**config.mk**
```make
export PLATFORM = sky130hd
export DESIGN_NAME = alu_arbiter_flat
export DESIGN_NICKNAME = d
export VERILOG_FILES = /design/src/rtl/alu_arbiter_if.sv /design/src/rtl/alu_arbiter.sv /design/src/flat_wrapper.sv
export SDC_FILE = /design/constraint.sdc
export NUM_CORES = 1
export LEC_CHECK = 0
export ABC_CLOCK_PERIOD_IN_PS = 2300
export CORE_ASPECT_RATIO = 1.2
export CORE_MARGIN = 2
export CORE_UTILIZATION = 30
export DETAILED_ROUTE_END_ITERATION = 10
export PLACE_DENSITY = 0.59
export SETUP_SLACK_MARGIN = 0.5
export SYNTH_ARGS = -nofsm -noshare
export SYNTH_HDL_FRONTEND = slang
export SYNTH_SLANG_ARGS = --single-unit
```
**constraint.sdc**
```tcl
create_clock -name clk -period 2.3 [get_ports clk]
set_input_delay 0.23 -clock clk [delete_from_list [all_inputs] [get_ports clk]]
set_output_delay 0.23 -clock clk [all_outputs]
set_load 0.05 [all_outputs]
```
**src/rtl/alu_arbiter_if.sv**
```systemverilog
// -----------------------------------------------------------------------------
// alu_arbiter_if
// Bundles every handshake and datapath signal of alu_arbiter so that the
// arbiter and its environment connect through a single port.
//
// Signal groups:
//   req0_* / req1_*  two requester channels (valid/ready + opcode, a, b)
//   alu_*            registered operation to the shared Alu and its result/flags
//   rsp_*            tagged response channel (valid/ready, id, result, flags, err)
//   busy, done_count status
//
// Modports:
//   slave   the arbiter itself
//   master  the surrounding control path / Alu / response consumer
// -----------------------------------------------------------------------------
interface alu_arbiter_if;
  logic        req0_valid;
  logic        req0_ready;
  logic [7:0]  req0_opcode;
  logic [7:0]  req0_a;
  logic [7:0]  req0_b;

  logic        req1_valid;
  logic        req1_ready;
  logic [7:0]  req1_opcode;
  logic [7:0]  req1_a;
  logic [7:0]  req1_b;

  logic [7:0]  alu_opcode;
  logic [7:0]  alu_a;
  logic [7:0]  alu_b;
  logic [7:0]  alu_result;
  logic        alu_zero;
  logic        alu_carry;
  logic        alu_negative;

  logic        rsp_valid;
  logic        rsp_ready;
  logic        rsp_id;
  logic [7:0]  rsp_result;
  logic [2:0]  rsp_flags;
  logic        rsp_err;

  logic        busy;
  logic [15:0] done_count;

  modport slave (
    input  req0_valid, req0_opcode, req0_a, req0_b,
    output req0_ready,
    input  req1_valid, req1_opcode, req1_a, req1_b,
    output req1_ready,
    output alu_opcode, alu_a, alu_b,
    input  alu_result, alu_zero, alu_carry, alu_negative,
    output rsp_valid, rsp_id, rsp_result, rsp_flags, rsp_err,
    input  rsp_ready,
    output busy, done_count
  );

  modport master (
    output req0_valid, req0_opcode, req0_a, req0_b,
    input  req0_ready,
    output req1_valid, req1_opcode, req1_a, req1_b,
    input  req1_ready,
    input  alu_opcode, alu_a, alu_b,
    output alu_result, alu_zero, alu_carry, alu_negative,
    input  rsp_valid, rsp_id, rsp_result, rsp_flags, rsp_err,
    output rsp_ready,
    input  busy, done_count
  );
endinterface

```
**src/rtl/alu_arbiter.sv**
```systemverilog
// -----------------------------------------------------------------------------
// alu_arbiter
// Shares one combinational Alu between two requesters. A granted operation is
// registered onto the Alu inputs, the Alu result and flags are captured one
// cycle later, and a tagged response is held until the consumer takes it.
// Opcodes above OPCODE_MAX skip the Alu and return an error response at once.
//
// Parameters:
//   OPCODE_MAX  highest legal opcode
//   FIXED_PRIO  0 = round-robin, 1 = req0 always wins a conflict
//
// Ports:
//   clk    rising-edge clock
//   rst_n  asynchronous active-low reset
//   bus    alu_arbiter_if.slave (requesters, Alu, response, status)
// -----------------------------------------------------------------------------
module alu_arbiter #(
  parameter int OPCODE_MAX = 4,
  parameter int FIXED_PRIO = 0
) (
  input  logic          clk,
  input  logic          rst_n,
  alu_arbiter_if.slave  bus
);

  typedef enum logic [1:0] {
    IDLE = 2'd0,
    EXEC = 2'd1,
    RESP = 2'd2
  } state_t;

  state_t      r_state;
  state_t      w_state_nxt;

  logic        r_last_grant;
  logic [7:0]  r_alu_opcode;
  logic [7:0]  r_alu_a;
  logic [7:0]  r_alu_b;
  logic        r_rsp_valid;
  logic        r_rsp_id;
  logic [7:0]  r_rsp_result;
  logic [2:0]  r_rsp_flags;
  logic        r_rsp_err;
  logic [15:0] r_done_count;

  logic        w_grant;
  logic        w_accept;
  logic        w_legal;
  logic [7:0]  w_sel_opcode;
  logic [7:0]  w_sel_a;
  logic [7:0]  w_sel_b;

  // Grant: a lone requester always wins; on a conflict either req0 wins
  // (fixed priority) or the requester that did not win last time.
  // NOTE: every signal assigned in a combinational block gets a default at
  // the top, so no path leaves it unassigned and no latch is inferred.
  always_comb begin
    w_grant = 1'b0;
    if (bus.req0_valid && bus.req1_valid) begin
      w_grant = (FIXED_PRIO != 0) ? 1'b0 : ~r_last_grant;
    end else begin
      w_grant = bus.req1_valid;
    end
  end

  assign w_accept       = (r_state == IDLE) && (bus.req0_valid || bus.req1_valid);
  assign bus.req0_ready = w_accept && !w_grant;
  assign bus.req1_ready = w_accept &&  w_grant;

  assign w_sel_opcode = w_grant ? bus.req1_opcode : bus.req0_opcode;
  assign w_sel_a      = w_grant ? bus.req1_a      : bus.req0_a;
  assign w_sel_b      = w_grant ? bus.req1_b      : bus.req0_b;
  assign w_legal      = (w_sel_opcode <= 8'(OPCODE_MAX));

  // Illegal opcodes bypass EXEC: the error response needs no Alu result.
  always_comb begin
    w_state_nxt = r_state;
    unique case (r_state)
      IDLE:    if (w_accept) w_state_nxt = w_legal ? EXEC : RESP;
      EXEC:    w_state_nxt = RESP;
      RESP:    if (bus.rsp_ready) w_state_nxt = IDLE;
      default: w_state_nxt = IDLE;
    endcase
  end

  // NOTE: state and data registers use non-blocking assignments so every
  // register samples pre-edge values, independent of statement order.
  always_ff @(posedge clk or negedge rst_n) begin
    if (!rst_n) begin
      r_state <= IDLE;
    end else begin
      r_state <= w_state_nxt;
    end
  end

  always_ff @(posedge clk or negedge rst_n) begin
    if (!rst_n) begin
      r_last_grant <= 1'b1;  // so req0 wins the first conflict
      r_alu_opcode <= '0;
      r_alu_a      <= '0;
      r_alu_b      <= '0;
      r_rsp_valid  <= 1'b0;
      r_rsp_id     <= 1'b0;
      r_rsp_result <= '0;
      r_rsp_flags  <= '0;
      r_rsp_err    <= 1'b0;
      r_done_count <= '0;
    end else begin
      unique case (r_state)
        IDLE: begin
          if (w_accept) begin
            r_last_grant <= w_grant;
            r_rsp_id     <= w_grant;
            if (w_legal) begin
              r_alu_opcode <= w_sel_opcode;
              r_alu_a      <= w_sel_a;
              r_alu_b      <= w_sel_b;
            end else begin
              // Alu registers keep the previous operation.
              r_rsp_valid  <= 1'b1;
              r_rsp_err    <= 1'b1;
              r_rsp_result <= '0;
              r_rsp_flags  <= '0;
            end
          end
        end
        EXEC: begin
          r_rsp_valid  <= 1'b1;
          r_rsp_err    <= 1'b0;
          r_rsp_result <= bus.alu_result;
          r_rsp_flags  <= {bus.alu_negative, bus.alu_carry, bus.alu_zero};
        end
        RESP: begin
          if (bus.rsp_ready) begin
            r_rsp_valid  <= 1'b0;
            r_done_count <= r_done_count + 16'd1;
          end
        end
        default: ;
      endcase
    end
  end

  assign bus.alu_opcode = r_alu_opcode;
  assign bus.alu_a      = r_alu_a;
  assign bus.alu_b      = r_alu_b;
  assign bus.rsp_valid  = r_rsp_valid;
  assign bus.rsp_id     = r_rsp_id;
  assign bus.rsp_result = r_rsp_result;
  assign bus.rsp_flags  = r_rsp_flags;
  assign bus.rsp_err    = r_rsp_err;
  assign bus.busy       = (r_state != IDLE);
  assign bus.done_count = r_done_count;

endmodule

```
**src/flat_wrapper.sv**
```systemverilog
// flat-port wrapper written by rule: the top's interface ports become plain ports
module alu_arbiter_flat 
#(
  parameter int OPCODE_MAX = 4,
  parameter int FIXED_PRIO = 0
)
  (clk, rst_n, bus_req0_valid, bus_req0_opcode, bus_req0_a, bus_req0_b, bus_req0_ready, bus_req1_valid, bus_req1_opcode, bus_req1_a, bus_req1_b, bus_req1_ready, bus_alu_opcode, bus_alu_a, bus_alu_b, bus_alu_result, bus_alu_zero, bus_alu_carry, bus_alu_negative, bus_rsp_valid, bus_rsp_id, bus_rsp_result, bus_rsp_flags, bus_rsp_err, bus_rsp_ready, bus_busy, bus_done_count);
  alu_arbiter_if bus_i ();
  input  logic clk;
  input  logic rst_n;
  input wire logic [$bits(bus_i.req0_valid)-1:0] bus_req0_valid;
  input wire logic [$bits(bus_i.req0_opcode)-1:0] bus_req0_opcode;
  input wire logic [$bits(bus_i.req0_a)-1:0] bus_req0_a;
  input wire logic [$bits(bus_i.req0_b)-1:0] bus_req0_b;
  output wire logic [$bits(bus_i.req0_ready)-1:0] bus_req0_ready;
  input wire logic [$bits(bus_i.req1_valid)-1:0] bus_req1_valid;
  input wire logic [$bits(bus_i.req1_opcode)-1:0] bus_req1_opcode;
  input wire logic [$bits(bus_i.req1_a)-1:0] bus_req1_a;
  input wire logic [$bits(bus_i.req1_b)-1:0] bus_req1_b;
  output wire logic [$bits(bus_i.req1_ready)-1:0] bus_req1_ready;
  output wire logic [$bits(bus_i.alu_opcode)-1:0] bus_alu_opcode;
  output wire logic [$bits(bus_i.alu_a)-1:0] bus_alu_a;
  output wire logic [$bits(bus_i.alu_b)-1:0] bus_alu_b;
  input wire logic [$bits(bus_i.alu_result)-1:0] bus_alu_result;
  input wire logic [$bits(bus_i.alu_zero)-1:0] bus_alu_zero;
  input wire logic [$bits(bus_i.alu_carry)-1:0] bus_alu_carry;
  input wire logic [$bits(bus_i.alu_negative)-1:0] bus_alu_negative;
  output wire logic [$bits(bus_i.rsp_valid)-1:0] bus_rsp_valid;
  output wire logic [$bits(bus_i.rsp_id)-1:0] bus_rsp_id;
  output wire logic [$bits(bus_i.rsp_result)-1:0] bus_rsp_result;
  output wire logic [$bits(bus_i.rsp_flags)-1:0] bus_rsp_flags;
  output wire logic [$bits(bus_i.rsp_err)-1:0] bus_rsp_err;
  input wire logic [$bits(bus_i.rsp_ready)-1:0] bus_rsp_ready;
  output wire logic [$bits(bus_i.busy)-1:0] bus_busy;
  output wire logic [$bits(bus_i.done_count)-1:0] bus_done_count;
  assign bus_i.req0_valid = bus_req0_valid;
  assign bus_i.req0_opcode = bus_req0_opcode;
  assign bus_i.req0_a = bus_req0_a;
  assign bus_i.req0_b = bus_req0_b;
  assign bus_req0_ready = bus_i.req0_ready;
  assign bus_i.req1_valid = bus_req1_valid;
  assign bus_i.req1_opcode = bus_req1_opcode;
  assign bus_i.req1_a = bus_req1_a;
  assign bus_i.req1_b = bus_req1_b;
  assign bus_req1_ready = bus_i.req1_ready;
  assign bus_alu_opcode = bus_i.alu_opcode;
  assign bus_alu_a = bus_i.alu_a;
  assign bus_alu_b = bus_i.alu_b;
  assign bus_i.alu_result = bus_alu_result;
  assign bus_i.alu_zero = bus_alu_zero;
  assign bus_i.alu_carry = bus_alu_carry;
  assign bus_i.alu_negative = bus_alu_negative;
  assign bus_rsp_valid = bus_i.rsp_valid;
  assign bus_rsp_id = bus_i.rsp_id;
  assign bus_rsp_result = bus_i.rsp_result;
  assign bus_rsp_flags = bus_i.rsp_flags;
  assign bus_rsp_err = bus_i.rsp_err;
  assign bus_i.rsp_ready = bus_rsp_ready;
  assign bus_busy = bus_i.busy;
  assign bus_done_count = bus_i.done_count;
  alu_arbiter #(.OPCODE_MAX(OPCODE_MAX), .FIXED_PRIO(FIXED_PRIO)) u_core (.clk(clk), .rst_n(rst_n), .bus(bus_i));
endmodule
```
==> flow_summary.yaml <==
route:
  postRouteWirelength_um: 6280
  dr_wl_met3_um: 455
  top_layer_used: "met4"
  drc: 0
  vias: 1975
  drtIter0Drc: 59
  wl_met1_um: 2680
  first_pass_iters: 4
  drt-wirelength-per-cell_um: 14.9
  viasPerCell: 4.70
  wl_met2_um: 2980
  ant_nets: 0
setup_path:
  worst_ep_arrival_time_ns: 2.00
  worstSetupPathType: "reg2reg"
  start_kind: "flip-flop"
  path_max_fanout: 25
  crit_required_ns: 2.51
  critPathCaptureType: "flip-flop"
sta:
  period_needed_ns: 1.79
  finClkSkew_ns: 0.00463
  max_freq_mhz: 560
  tightest_slew_ns: 0.592
  slew_viol_final: 0
  setup_viol: 0
  hold_viol_final: 0
  finalCritPeriodShare_pct: 77.7
  finalSetupTns_ns: 0
  grt_setup_unrepaired: "yes"
  slew_headroom_pct: 60.5
final_layout:
  finalNetCount: 386
  final_area_mm2: 0.00407
  final_common_cell: "clkdlybuf4s50_1"
  diodes: 0
  stdcell_count: 420
  fin_util_pct: 50.5
  drive_gt1_share_pct: 19.4
  layout_common_cells: "clkdlybuf4s50_1 (103), dfrtp_1 (56), mux2_2 (28)"
  syn_to_final_growth_pct: 64.0
synth:
  synth_edf_count: 0
  synth_cell_types: 33
  netlist_area_mm2: 0.00248
  seq_area_frac_synth_pct: 57.5
  syn_area_per_cell_um2: 13.5
  synth-seq-cells: 57
  synth-main-ff-cell: "dfrtp_1"
  async_flop_share_pct: 100
  syn_inst: 184
  synthesis.nets: 249
  ys_warn_count: 0
clocking:
  cts_htree_levels: 3
  numCtsBuffers: 9
  insertion_delay_ns: 0.32
  clk_pin_slew_ns: 0.06
  cts.sinks: 57
  cts_tree: "built"
  clockBufferDepth: 2
  root_buffer: "clkbuf_8"
floorplanning:
  die_x_um: 87.0
  rows: 36
  core_mm2: 0.00806
  ios: 121
  initial_utilization_pct: 30.8
  fp.dieArea_mm2: 0.00902
  fp.dieH_um: 104
place:
  port_buffers: 120
  place_congestion: 0.765
  placed_area_mm2: 0.00383
  dp_cells: 400
  dp_hpwl_um: 4640
global_route:
  antenna_found_initial: 0
  grt_pass1_vias: 2046
  grt_pass1_wl_um: 9980
  grt.total_usage_pct: 14.3
  grt_max_degree: 27
  gr-total-overflow: 0
worst_hold_path:
  holdCritPathClass: "in2async"
flow_run:
  drv_cap: 0
status:
  outcome: "complete, no violations"
power:
  p_leak_nw: 1.89
  total_power_mw: 3.59
  power_density_mw_per_mm2: 883
  ir_drop_uv: 584
==> state kept, by name, summed over array words and instances, names as in the netlist, 2 cells and up <==
register,count
u_core.r_state,2
u_core.bus.rsp_result,8
u_core.bus.rsp_flags,3
u_core.bus.done_count,16
u_core.bus.alu_opcode,8
u_core.bus.alu_a,8
u_core.bus.alu_b,8
==> through the flow <==
| step | hold slack (ns) | setup WS (ns) |
|---|---|---|
| final | 0.453 | 0.514 |
| after global routing | 0.510 | 0.447 |
| after CTS | 0.473 | 0.497 |
| after detailed placement | 0.278 | 0.214 |
| after global placement | 0.266 | 0.238 |
| after floorplan | -0.0656 | 0.573 |
==> path summary, 6_finish.rpt <==
kind	from	end	slack, ns	cells past startpoint
worst max-delay path	u_core.r_last_grant	u_core.bus.alu_a[7]	0.51	5
worst min-delay path	rst_n	u_core.bus.done_count[5]	0.45	2
worst max register to register	u_core.r_last_grant	u_core.bus.alu_a[7]	0.51	5
worst min register to register	u_core.bus.rsp_id	u_core.bus.rsp_id	0.48	1
max in group asynchronous	rst_n	u_core.bus.rsp_result[2]	1.19	3
min in group clk	u_core.bus.rsp_id	u_core.bus.rsp_id	0.48	1
==> cells by family (layout without fill, tap and decap cells) <==
kind of cell | after synthesis | in the layout | share of synthesized area [%]
multiplexers | 39 | 39 | 17.7
buffers and inverters | 9 | 150 | 2.22
XOR/XNOR | 15 | 15 | 5.30
AO/OA/AOI/OAI | 21 | 21 | 6.91
flip-flops | 57 | 57 | 57.5
adder cells (fa/ha/maj) | 1 | 1 | 0.504
AND/OR/NAND/NOR | 42 | 42 | 9.83
==> synthesized netlist by cell type (3+ instances only) <==
master,count,area share (%)
nor2_1,8,1.2
nand2_1,5,0.76
nor2b_1,6,1.5
dfrtp_1,56,56
nand3_1,6,1.2
a22o_1,11,3.9
xnor2_1,13,4.6
o21ai_0,4,0.81
mux2_1,11,5.0
nand4_1,3,0.76
mux2_2,28,13
and4_1,4,1.4
==> critical path, stage by stage (launching register included) <==
cell and delay [ns]:
dfstp_2 0.55, a21boi_4 0.07, nand4b_1 0.29, a21oi_4 0.21, buf_12 0.20, mux2_2 0.35
==> routing by layer <==
layer	up-vias	track usage [%]
met4	0	7.70
met3	15	3.51
li1	939	-
met1	932	17.7
met2	89	22.6
met5	-	0
==> layout make-up <==
cell class,instances,area (um2)
Fill cell,713,3990
Sequential cell,57,1430
Timing Repair Buffer,133,1330
Multi-Input combinational cell,118,1010
Clock buffer,13,169
Tap cell,95,119
Clock inverter,2,12.5
Inverter,2,7.51
==> what timing repair did <==
action / in CTS / in global routing
hold buffers: 1 / 0
resized for setup: 13 / 6
endpoints found under the hold margin: 23 / 0
setup buffers: 3 / 1
setup endpoints to repair: 11 / 25
==> where the power goes <==
part	switching (mW)	internal, mW
clock network	0.372	0.472
logic	0.876	0.563
registers	0.134	1.18
No activity file was read; power rests on OpenSTA's default activity.
